[src/rtl/irq_ctrl_if.sv]
// ----------------------------------------------------------------------------
// irq_ctrl_if
//
// Purpose: bundles the interrupt request / dispatch signals between the
// peripheral side (request sources, mask, end-of-interrupt from the core)
// and the interrupt controller.
//
// Signals:
//   src      raw interrupt requests, may be asynchronous      (master -> slave)
//   mask     1 = source enabled for dispatch                  (master -> slave)
//   eoi      single-cycle end-of-interrupt pulse from core    (master -> slave)
//   irq      one-hot 32-bit interrupt vector to the core      (slave -> master)
//   irq_id   index of the source in service                   (slave -> master)
//   active   an interrupt is in service                       (slave -> master)
//   pending  pending register, for debug                      (slave -> master)
// ----------------------------------------------------------------------------
interface irq_ctrl_if #(
    parameter int NUM_SRC = 7
);
    logic [NUM_SRC-1:0] src;
    logic [NUM_SRC-1:0] mask;
    logic               eoi;
    logic [31:0]        irq;
    logic [4:0]         irq_id;
    logic               active;
    logic [NUM_SRC-1:0] pending;

    modport master (
        output src, mask, eoi,
        input  irq, irq_id, active, pending
    );

    modport slave (
        input  src, mask, eoi,
        output irq, irq_id, active, pending
    );
endinterface

[src/rtl/irq_ctrl.sv]
// ----------------------------------------------------------------------------
// irq_ctrl
//
// Purpose: interrupt controller for the peripherals subsystem. Synchronises
// NUM_SRC request lines, latches them as pending (edge or level mode per
// source), and dispatches one interrupt at a time by fixed priority (lowest
// index wins) onto bit IRQ_BASE+k of the core's irq vector. The dispatched
// line is held until the core pulses eoi.
//
// Ports:
//   clk    system clock, the only clock
//   reset  synchronous, active-high reset
//   bus    irq_ctrl_if slave modport: src/mask/eoi in, irq/irq_id/active/
//          pending out
//
// Parameters:
//   NUM_SRC    number of interrupt sources (1..16)
//   IRQ_BASE   irq bit driven by source 0; IRQ_BASE+NUM_SRC <= 32
//   LEVEL_SRC  per-source mode: 1 = level, 0 = rising-edge
// ----------------------------------------------------------------------------
module irq_ctrl #(
    parameter int                 NUM_SRC   = 7,
    parameter int                 IRQ_BASE  = 16,
    parameter logic [NUM_SRC-1:0] LEVEL_SRC = '0
) (
    input  logic      clk,
    input  logic      reset,
    irq_ctrl_if.slave bus
);

    typedef enum logic {
        IDLE   = 1'b0,
        ACTIVE = 1'b1
    } state_t;

    state_t             state_q;
    logic [NUM_SRC-1:0] sync1_q;
    logic [NUM_SRC-1:0] sync2_q;     // synchronised request (s2)
    logic [NUM_SRC-1:0] hist_q;      // s2 from the previous cycle
    logic [NUM_SRC-1:0] pending_q;
    logic [NUM_SRC-1:0] pending_d;
    logic [31:0]        irq_q;
    logic [4:0]         irq_id_q;
    logic               active_q;

    logic [NUM_SRC-1:0] eligible;
    logic [NUM_SRC-1:0] edge_set;
    logic [NUM_SRC-1:0] clr_mask;
    logic [4:0]         win_idx;
    logic               dispatch;

    assign eligible = pending_q & bus.mask;
    assign dispatch = (state_q == IDLE) && (|eligible);
    assign edge_set = sync2_q & ~hist_q;

    // Lowest eligible index wins: scan downward so the last hit is the lowest.
    // NOTE: every always_comb output gets a default first so no latch is inferred.
    always_comb begin
        win_idx = '0;
        for (int k = NUM_SRC - 1; k >= 0; k--) begin
            if (eligible[k]) begin
                win_idx = 5'(k);
            end
        end
    end

    // Dispatch clears only the winning edge-mode bit; a new edge in the same
    // cycle still sets it (set wins). Level-mode bits simply follow s2.
    always_comb begin
        clr_mask  = dispatch ? (NUM_SRC'(1) << win_idx) : '0;
        pending_d = (LEVEL_SRC & sync2_q)
                  | (~LEVEL_SRC & (edge_set | (pending_q & ~clr_mask)));
    end

    // Synchroniser, edge history and pending register.
    // NOTE: sequential state uses non-blocking assignments only, so every flop
    // samples the pre-edge values regardless of statement order.
    always_ff @(posedge clk) begin
        if (reset) begin
            sync1_q   <= '0;
            sync2_q   <= '0;
            hist_q    <= '0;
            pending_q <= '0;
        end else begin
            sync1_q   <= bus.src;
            sync2_q   <= sync1_q;
            hist_q    <= sync2_q;
            pending_q <= pending_d;
        end
    end

    // Dispatch FSM with registered outputs. The winner is latched on the same
    // edge that enters ACTIVE; mask changes during ACTIVE are not looked at.
    always_ff @(posedge clk) begin
        if (reset) begin
            state_q  <= IDLE;
            irq_q    <= '0;
            irq_id_q <= '0;
            active_q <= 1'b0;
        end else begin
            case (state_q)
                IDLE: begin
                    if (dispatch) begin
                        state_q  <= ACTIVE;
                        irq_q    <= 32'(1) << (IRQ_BASE + int'(win_idx));
                        irq_id_q <= win_idx;
                        active_q <= 1'b1;
                    end
                end
                ACTIVE: begin
                    if (bus.eoi) begin
                        state_q  <= IDLE;
                        irq_q    <= '0;
                        active_q <= 1'b0;
                    end
                end
                default: begin
                    state_q  <= IDLE;
                    irq_q    <= '0;
                    active_q <= 1'b0;
                end
            endcase
        end
    end

    assign bus.irq     = irq_q;
    assign bus.irq_id  = irq_id_q;
    assign bus.active  = active_q;
    assign bus.pending = pending_q;

endmodule
[src/flat_wrapper.sv]
// flat-port wrapper written by rule: the top's interface ports become plain ports
module irq_ctrl_flat 
#(
    parameter int                 NUM_SRC   = 7,
    parameter int                 IRQ_BASE  = 16,
    parameter logic [NUM_SRC-1:0] LEVEL_SRC = '0
)
  (clk, reset, bus_src, bus_mask, bus_eoi, bus_irq, bus_irq_id, bus_active, bus_pending);
  irq_ctrl_if #(.NUM_SRC(NUM_SRC)) bus_i ();
  input  logic clk;
  input  logic reset;
  input wire logic [$bits(bus_i.src)-1:0] bus_src;
  input wire logic [$bits(bus_i.mask)-1:0] bus_mask;
  input wire logic [$bits(bus_i.eoi)-1:0] bus_eoi;
  output wire logic [$bits(bus_i.irq)-1:0] bus_irq;
  output wire logic [$bits(bus_i.irq_id)-1:0] bus_irq_id;
  output wire logic [$bits(bus_i.active)-1:0] bus_active;
  output wire logic [$bits(bus_i.pending)-1:0] bus_pending;
  assign bus_i.src = bus_src;
  assign bus_i.mask = bus_mask;
  assign bus_i.eoi = bus_eoi;
  assign bus_irq = bus_i.irq;
  assign bus_irq_id = bus_i.irq_id;
  assign bus_active = bus_i.active;
  assign bus_pending = bus_i.pending;
  irq_ctrl #(.NUM_SRC(NUM_SRC), .IRQ_BASE(IRQ_BASE), .LEVEL_SRC(LEVEL_SRC)) u_core (.clk(clk), .reset(reset), .bus(bus_i));
endmodule
[config.mk]
export PLATFORM = sky130hd
export DESIGN_NAME = irq_ctrl_flat
export DESIGN_NICKNAME = d
export VERILOG_FILES = /design/src/rtl/irq_ctrl_if.sv /design/src/rtl/irq_ctrl.sv /design/src/flat_wrapper.sv
export SDC_FILE = /design/constraint.sdc
export NUM_CORES = 1
export LEC_CHECK = 0
export CAP_MARGIN = 25
export CORE_MARGIN = 2
export CORE_UTILIZATION = 43
export CTS_CLUSTER_SIZE = 20
export DETAILED_ROUTE_END_ITERATION = 10
export PLACE_DENSITY_LB_ADDON = 0.2
export SYNTH_ARGS = -nofsm -noshare
export SYNTH_HDL_FRONTEND = slang
export SYNTH_SLANG_ARGS = --single-unit
[constraint.sdc]
create_clock -name clk -period 1.9 [get_ports clk]
set_input_delay 0.285 -clock clk [delete_from_list [all_inputs] [get_ports clk]]
set_output_delay 0.285 -clock clk [all_outputs]
set_load 0.01 [all_outputs]
==> results.sh, run 1 <==
export IMPL_finalCritPeriodShare_pct=91.2
export IMPL_synthSimpleGateAreaFrac_pct=20.0
export IMPL_drc=0
export IMPL_grt_pass1_wl_mm=5.42
export IMPL_clock_latency_ns=0.29
export IMPL_finalHoldViolCount=0
export IMPL_start_util_pct=44.7
export IMPL_cpPeakStageDelay_ns=0.44
export IMPL_root_buffer="clkbuf_8"
export IMPL_first_global_vias=1222
export IMPL_gr_total_overflow=0
export IMPL_synth_compound_area_share_pct=15.1
export IMPL_syn_area_sq_um=1640
export IMPL_fin_nets=232
export IMPL_io_buffers=35
export IMPL_die_x_um=65.7
export IMPL_cts_made_buffers=5
export IMPL_ys_ff_latch=41
export IMPL_synth_largest_area_cell="dfxtp_1"
export IMPL_dr_first_iter_drc_count=50
export IMPL_peakVddDrop_v=0.000458
export IMPL_layout_drive_gt1_share_pct=11.6
export IMPL_avgSynthCellArea_sq_um=9.73
export IMPL_num_vias=1194
export IMPL_worstReg2RegStart="u_core.bus.pending[5]$_SDFF_PP0_"
export IMPL_syn_instance_count=168
export IMPL_cp_data_arrival_time_ns=1.97
export IMPL_ys_flop_type="dfxtp_1"
export IMPL_rsz0062_at_grt="false"
export IMPL_num_rows=22
export IMPL_leakagePower_nw=0.865
export IMPL_crit_chain="clkdlybuf4s50_1 -> a222oi_1 -> nand4b_1 -> a21oi_2 -> a22o_1"
export IMPL_final_cell_mix="41 x dfxtp_1, 35 x clkdlybuf4s50_1, 26 x conb_1"
export IMPL_die_area_sq_um=4310
export IMPL_wl_per_cell_um=11.8
export IMPL_post_route_util_pct=57.7
export IMPL_r2r_slack_ns=0.22
export IMPL_clkSlewWorstSetupHoldPaths_ns=0.08
export IMPL_timing_fmax_mhz=577
export IMPL_post_cts_resized=0
export IMPL_antenna_found_initial=0
export IMPL_yosys_top_cells_area="dfxtp_1 50%, buf_4 12%, nor2b_1 9.6%"
export IMPL_diodes=0
export IMPL_drv_cap=0
export IMPL_yosys_warnings=0
export IMPL_setup_violations=0
export IMPL_ant_nets=0
export IMPL_routed_wl_mm=3.10
export IMPL_dp_hpwl_mm=2.28
export IMPL_cts_sinks=41
export IMPL_synth_adder_area_share_pct=0
export IMPL_ctsHoldBuffers=0
export IMPL_h_tree_depth=2
export IMPL_required_ns=2.14
export IMPL_regArea_sq_um=821
export IMPL_die_h_um=65.7
export IMPL_post_cts_buffers=0
export IMPL_areaGrowthSynthToFinish_pct=29.2
export IMPL_r2r_cells=4
export IMPL_skew_ns=0.00775
export IMPL_startpoint="bus_mask[6]"
export IMPL_seq_area_frac_synth_pct=50.2
export IMPL_critPathCapture="u_core.bus.irq[17]$_SDFFE_PP0P_"
export IMPL_critical_path_max_fanout=8
export IMPL_multi_input_area_sq_um=672
export IMPL_power_total_w=0.00191
export IMPL_ys_async_sr_fraction_pct=0
export IMPL_layout_commonest_cell="dfxtp_1"
export IMPL_synthDistinctLibCells=34
export IMPL_slowest_stage="a222oi_1"
export IMPL_tritoncts="done"
export IMPL_grt_max_degree=26
export IMPL_drt_pass1_iter_count=4
export IMPL_cp_start_kind="primary input"
export IMPL_clock_path_buffers=2
export IMPL_worstReg2RegEnd="u_core.bus.irq[17]$_SDFFE_PP0P_"
export IMPL_synth_top_cell_area_share_pct=50.2
export IMPL_synth_top_family_by_area="simple AND/OR/NAND/NOR gates"
export IMPL_muxShareOfSynthArea_pct=0
export IMPL_num_io_pins=62
export IMPL_crit_type="in -> reg"
export IMPL_vias_per_cell=4.52
export IMPL_synth_edf_count=0
export IMPL_synthXorXnorAreaFrac_pct=0
export IMPL_status="finished, final reports clean"
export IMPL_nFillCells=325
export IMPL_finalCriticalPeriod_ns=1.73
export IMPL_drv_slew=0
export IMPL_min_path_type="reg -> reg"
export IMPL_coreArea_sq_um=3660
export IMPL_powerDensity_nw_per_um2=903
export IMPL_gp_congestion=0.893
export IMPL_setup_worst_path_end_class="register"
export IMPL_grt_usage_pct=16.4
worst max-delay path, delay by kind of cell:
family | cells | cell delay (ns)
AO/OA/AOI/OAI | 3 | 1.04
buffers and inverters | 1 | 0.42
AND/OR/NAND/NOR | 1 | 0.22
area by class of cell:
cell class	count	area share [%]
clock inverters	1	1.42
inverters	3	0.533
flip-flops and latches	41	38.8
repair buffers	46	20.5
multi-input cells	118	31.8
well taps	48	2.84
clock buffers	7	4.09
cell usage after synthesis (2+ instances only):
cell        n
nand2b_1    2
buf_4      27
nand4_1     3
a31o_2      2
nand2_1    11
a21oi_1    11
clkbuf_1    3
nor2b_1    25
a21o_1      2
o2bb2ai_1   5
nor3b_1     2
a211oi_1    2
inv_1       3
a32o_1      2
nor2_1      8
dfxtp_1    41
nor3_1      2
registers in the layout, summed over array words and instances, names as in the netlist:
signal and count:
u_core.bus.active 1, u_core.bus.irq 8, u_core.sync2_q 7, u_core.sync1_q 7
u_core.bus.irq_id 3, u_core.hist_q 7, u_core.state_q 1, u_core.bus.pending 7
power by group:
group | internal [W] | switching (W)
registers | 0.000901 | 0.0000302
logic | 0.000135 | 0.000128
clock network | 0.000428 | 0.000285
total | 0.00146 | 0.000443
metrics by stage:
stage | hold slack (ns) | setup slack (ns) | TNS [ns] | cells | cell area, sq um
6_report | 0.437 | 0.167 | 0 | 264 | 2110
5_1_grt | 0.463 | 0.114 | 0 | 264 | 2110
4_1_cts | 0.442 | 0.167 | 0 | 264 | 2110
3_5_place_dp | 0.424 | -0.0395 | -0.113 | 256 | 2000
3_3_place_gp | 0.417 | 0.0144 | 0 | 256 | 2000
2_1_floorplan | 0.413 | 0.382 | 0 | 193 | 1730
logic make-up after synthesis:
kind of cell,count (synthesis)
and+or+nand+nor,59
other,1
AOI/OAI and AO/OA,33
DFF,41
buffers and inverters,34
per-layer routing:
| metal | wire [um] | global-route usage [%] | up-vias |
|---|---|---|---|
| met5 | 0 | 0 | - |
| met4 | 42 | 7.03 | 0 |
| met3 | 244 | 5.31 | 6 |
| met2 | 1430 | 28.2 | 45 |
| met1 | 1390 | 18.5 | 531 |
| li1 | - | - | 612 |
worst min path at each step:
stage                                             from                      endpoint  cells after the start
after floorplan                             bus_src[0]  u_core.sync1_q[0]$_SDFF_PP0_                      1
after global placement    u_core.sync1_q[2]$_SDFF_PP0_  u_core.sync2_q[2]$_SDFF_PP0_                      1
after detailed placement  u_core.sync1_q[6]$_SDFF_PP0_  u_core.sync2_q[6]$_SDFF_PP0_                      1
after CTS                 u_core.sync1_q[6]$_SDFF_PP0_  u_core.sync2_q[6]$_SDFF_PP0_                      1
after global routing      u_core.sync1_q[1]$_SDFF_PP0_  u_core.sync2_q[1]$_SDFF_PP0_                      1
final                     u_core.sync1_q[0]$_SDFF_PP0_  u_core.sync2_q[0]$_SDFF_PP0_                      1
Note: power is estimated with default switching activity, not from simulation.
==> run 2, diff against run 1 <==
--- a/config.mk
+++ b/config.mk
@@ -11,6 +11,7 @@
 export CTS_CLUSTER_SIZE = 20
 export DETAILED_ROUTE_END_ITERATION = 10
 export PLACE_DENSITY_LB_ADDON = 0.2
+export SLEW_MARGIN = 20
 export SYNTH_ARGS = -nofsm -noshare
 export SYNTH_HDL_FRONTEND = slang
 export SYNTH_SLANG_ARGS = --single-unit
==> results of run 2 <==
The final DEF is identical to that of run 1; final timing and power are the same.
==> run 3, diff against run 2 <==
--- a/config.mk
+++ b/config.mk
@@ -8,7 +8,8 @@
 export CAP_MARGIN = 25
 export CORE_MARGIN = 2
 export CORE_UTILIZATION = 43
-export CTS_CLUSTER_SIZE = 20
+export CTS_BUF_LIST = sky130_fd_sc_hd__clkbuf_16
+export CTS_CLUSTER_SIZE = 16
 export DETAILED_ROUTE_END_ITERATION = 10
 export PLACE_DENSITY_LB_ADDON = 0.2
 export SLEW_MARGIN = 20
==> constraint.sdc (replaced) <==
create_clock -name clk -period 1.8 [get_ports clk]
set_input_delay 0.27 -clock clk [delete_from_list [all_inputs] [get_ports clk]]
set_output_delay 0.27 -clock clk [all_outputs]
set_load 0.01 [all_outputs]
==> run 3 against run 2 <==
Effect of this change:
- sequential cell count did not move
- count of clock-buffer cells in the layout shrank 2
- global-route usage up 0.47 points
- combinational power up 9.5%
- cell count is 1.5% higher
- non-clock buffer count rose by 4
- critical path depth shrank 4
- clock power grew 35%
- routed wire length up 2.1%
- register-to-register slack better by 0.07 ns
- critical endpoint is now bus_pending[5]
- largest power group unchanged
- highest routed layer unchanged
==> results.sh, run 3 (synthesized netlist as in run 1, its figures left out) <==
export IMPL_diodes=0
export IMPL_placed_area_sq_um=2030
export IMPL_first_global_vias=1246
export IMPL_drv_cap=0
export IMPL_dp_hpwl_mm=2.32
export IMPL_io_buffers=35
export IMPL_ant_nets=0
export IMPL_largest_reg_flops=8
export IMPL_fin_nets=236
export IMPL_path_delay_family="buffers and inverters"
export IMPL_gr_total_overflow=0
export IMPL_h_tree_depth=2
export IMPL_crit_cells=1
export IMPL_die_h_um=65.7
export IMPL_cpPeakStageDelay_ns=0.58
export IMPL_clock_latency_ns=0.28
export IMPL_required_ns=1.53
export IMPL_grt_max_degree=23
export IMPL_coreArea_sq_um=3660
export IMPL_drc=0
export IMPL_antenna_found_initial=0
export IMPL_r2r_cells=5
export IMPL_die_area_sq_um=4310
export IMPL_num_vias=1243
export IMPL_root_buffer="clkbuf_16"
export IMPL_status="finished, final reports clean"
export IMPL_skew_ns=0.00136
export IMPL_areaGrowthSynthToFinish_pct=33.9
export IMPL_finalHoldViolCount=0
export IMPL_finalCriticalPeriod_ns=1.58
export IMPL_post_cts_resized=0
export IMPL_rsz0062_at_grt="false"
export IMPL_hold_path_depth=1
export IMPL_wl_per_cell_um=11.8
export IMPL_vias_per_cell=4.64
export IMPL_final_area_sq_um=2190
export IMPL_final_cell_mix="41 x dfxtp_1, 35 x clkdlybuf4s50_1, 26 x conb_1"
export IMPL_slowest_stage="clkdlybuf4s50_1"
export IMPL_leakagePower_nw=0.908
export IMPL_gp_congestion=0.866
export IMPL_timing_fmax_mhz=634
export IMPL_dr_first_iter_drc_count=99
export IMPL_cp_data_arrival_time_ns=1.31
export IMPL_worst_hold_slack_ns=0.434
export IMPL_ctsHoldBuffers=0
export IMPL_grt_usage_pct=16.9
export IMPL_post_cts_buffers=0
export IMPL_powerDensity_nw_per_um2=1020
export IMPL_drv_slew=0
export IMPL_cp_start_kind="register"
export IMPL_setup_violations=0
export IMPL_die_x_um=65.7
export IMPL_grt_pass1_wl_mm=5.45
export IMPL_clkSlewWorstSetupHoldPaths_ns=0.05
export IMPL_layout_drive_gt1_share_pct=12.7
export IMPL_cp_num_buf_inv=1
export IMPL_peakVddDrop_v=0.000738
export IMPL_setup_worst_path_end_class="primary output"
export IMPL_crit_type="reg -> out"
export IMPL_cts_made_buffers=5
export IMPL_critical_path_max_fanout=6
export IMPL_clock_path_buffers=2
export IMPL_routed_wl_mm=3.17
export IMPL_cts_sinks=41
export IMPL_start_util_pct=44.7
export IMPL_min_path_type="reg -> reg"
export IMPL_layout_commonest_cell="dfxtp_1"
export IMPL_tritoncts="done"
export IMPL_drt_pass1_iter_count=4
export IMPL_num_io_pins=62
export IMPL_nFillCells=348
export IMPL_crit_chain="clkdlybuf4s50_1"
export IMPL_finalCritPeriodShare_pct=87.7
export IMPL_num_rows=22
## run 3: cell type report
| cell class | instances | area, sq um | share of cell area, % |
|---|---|---|---|
| Inverter | 3 | 11.3 | 0.514 |
| Multi-Input combinational cell | 118 | 672 | 30.7 |
| Clock inverter | 3 | 37.5 | 1.71 |
| Sequential cell | 41 | 821 | 37.5 |
| Clock buffer | 5 | 125 | 5.71 |
| Timing Repair Buffer | 50 | 463 | 21.1 |
| Tap cell | 48 | 60.1 | 2.74 |
## run 3: power by group
group | switching, W | total, W | internal (W) | leakage, nW
Clock | 0.000322 | 0.000965 | 0.000643 | 0.0826
Combinational | 0.000135 | 0.000287 | 0.000152 | 0.489
Sequential | 0.0000333 | 0.000986 | 0.000953 | 0.336
Total | 0.000490 | 0.00224 | 0.00175 | 0.908
## run 3: worst paths after layout
kind / startpoint / endpoint / slack [ns]
worst max-delay path: u_core.bus.pending[5]$_SDFF_PP0_ / bus_pending[5] / 0.22
worst min-delay path: u_core.sync1_q[4]$_SDFF_PP0_ / u_core.sync2_q[4]$_SDFF_PP0_ / 0.43
worst max register to register: u_core.bus.pending[5]$_SDFF_PP0_ / u_core.bus.irq[19]$_SDFFE_PP0P_ / 0.29
worst min register to register: u_core.sync1_q[4]$_SDFF_PP0_ / u_core.sync2_q[4]$_SDFF_PP0_ / 0.43
## run 3: through the flow
stage	TNS, ns	cells	utilization (%)	power [W]	worst slack, ns
after global routing	0	268	59.8	0.00236	0.0994
after CTS	0	268	59.8	0.00226	0.215
final	0	268	59.8	0.00224	0.222
after global placement	0	260	55.4	0.00128	0.00738
after floorplan	0	193	-	0.00119	0.282
after detailed placement	-0.0146	260	55.4	0.00129	-0.00924
## run 3: metal layers
| layer | track usage [%] | wire, um |
|---|---|---|
| met5 | 0 | 0 |
| met4 | 5.99 | 21 |
| met3 | 6.85 | 235 |
| met2 | 28.2 | 1510 |
| met1 | 19.3 | 1400 |
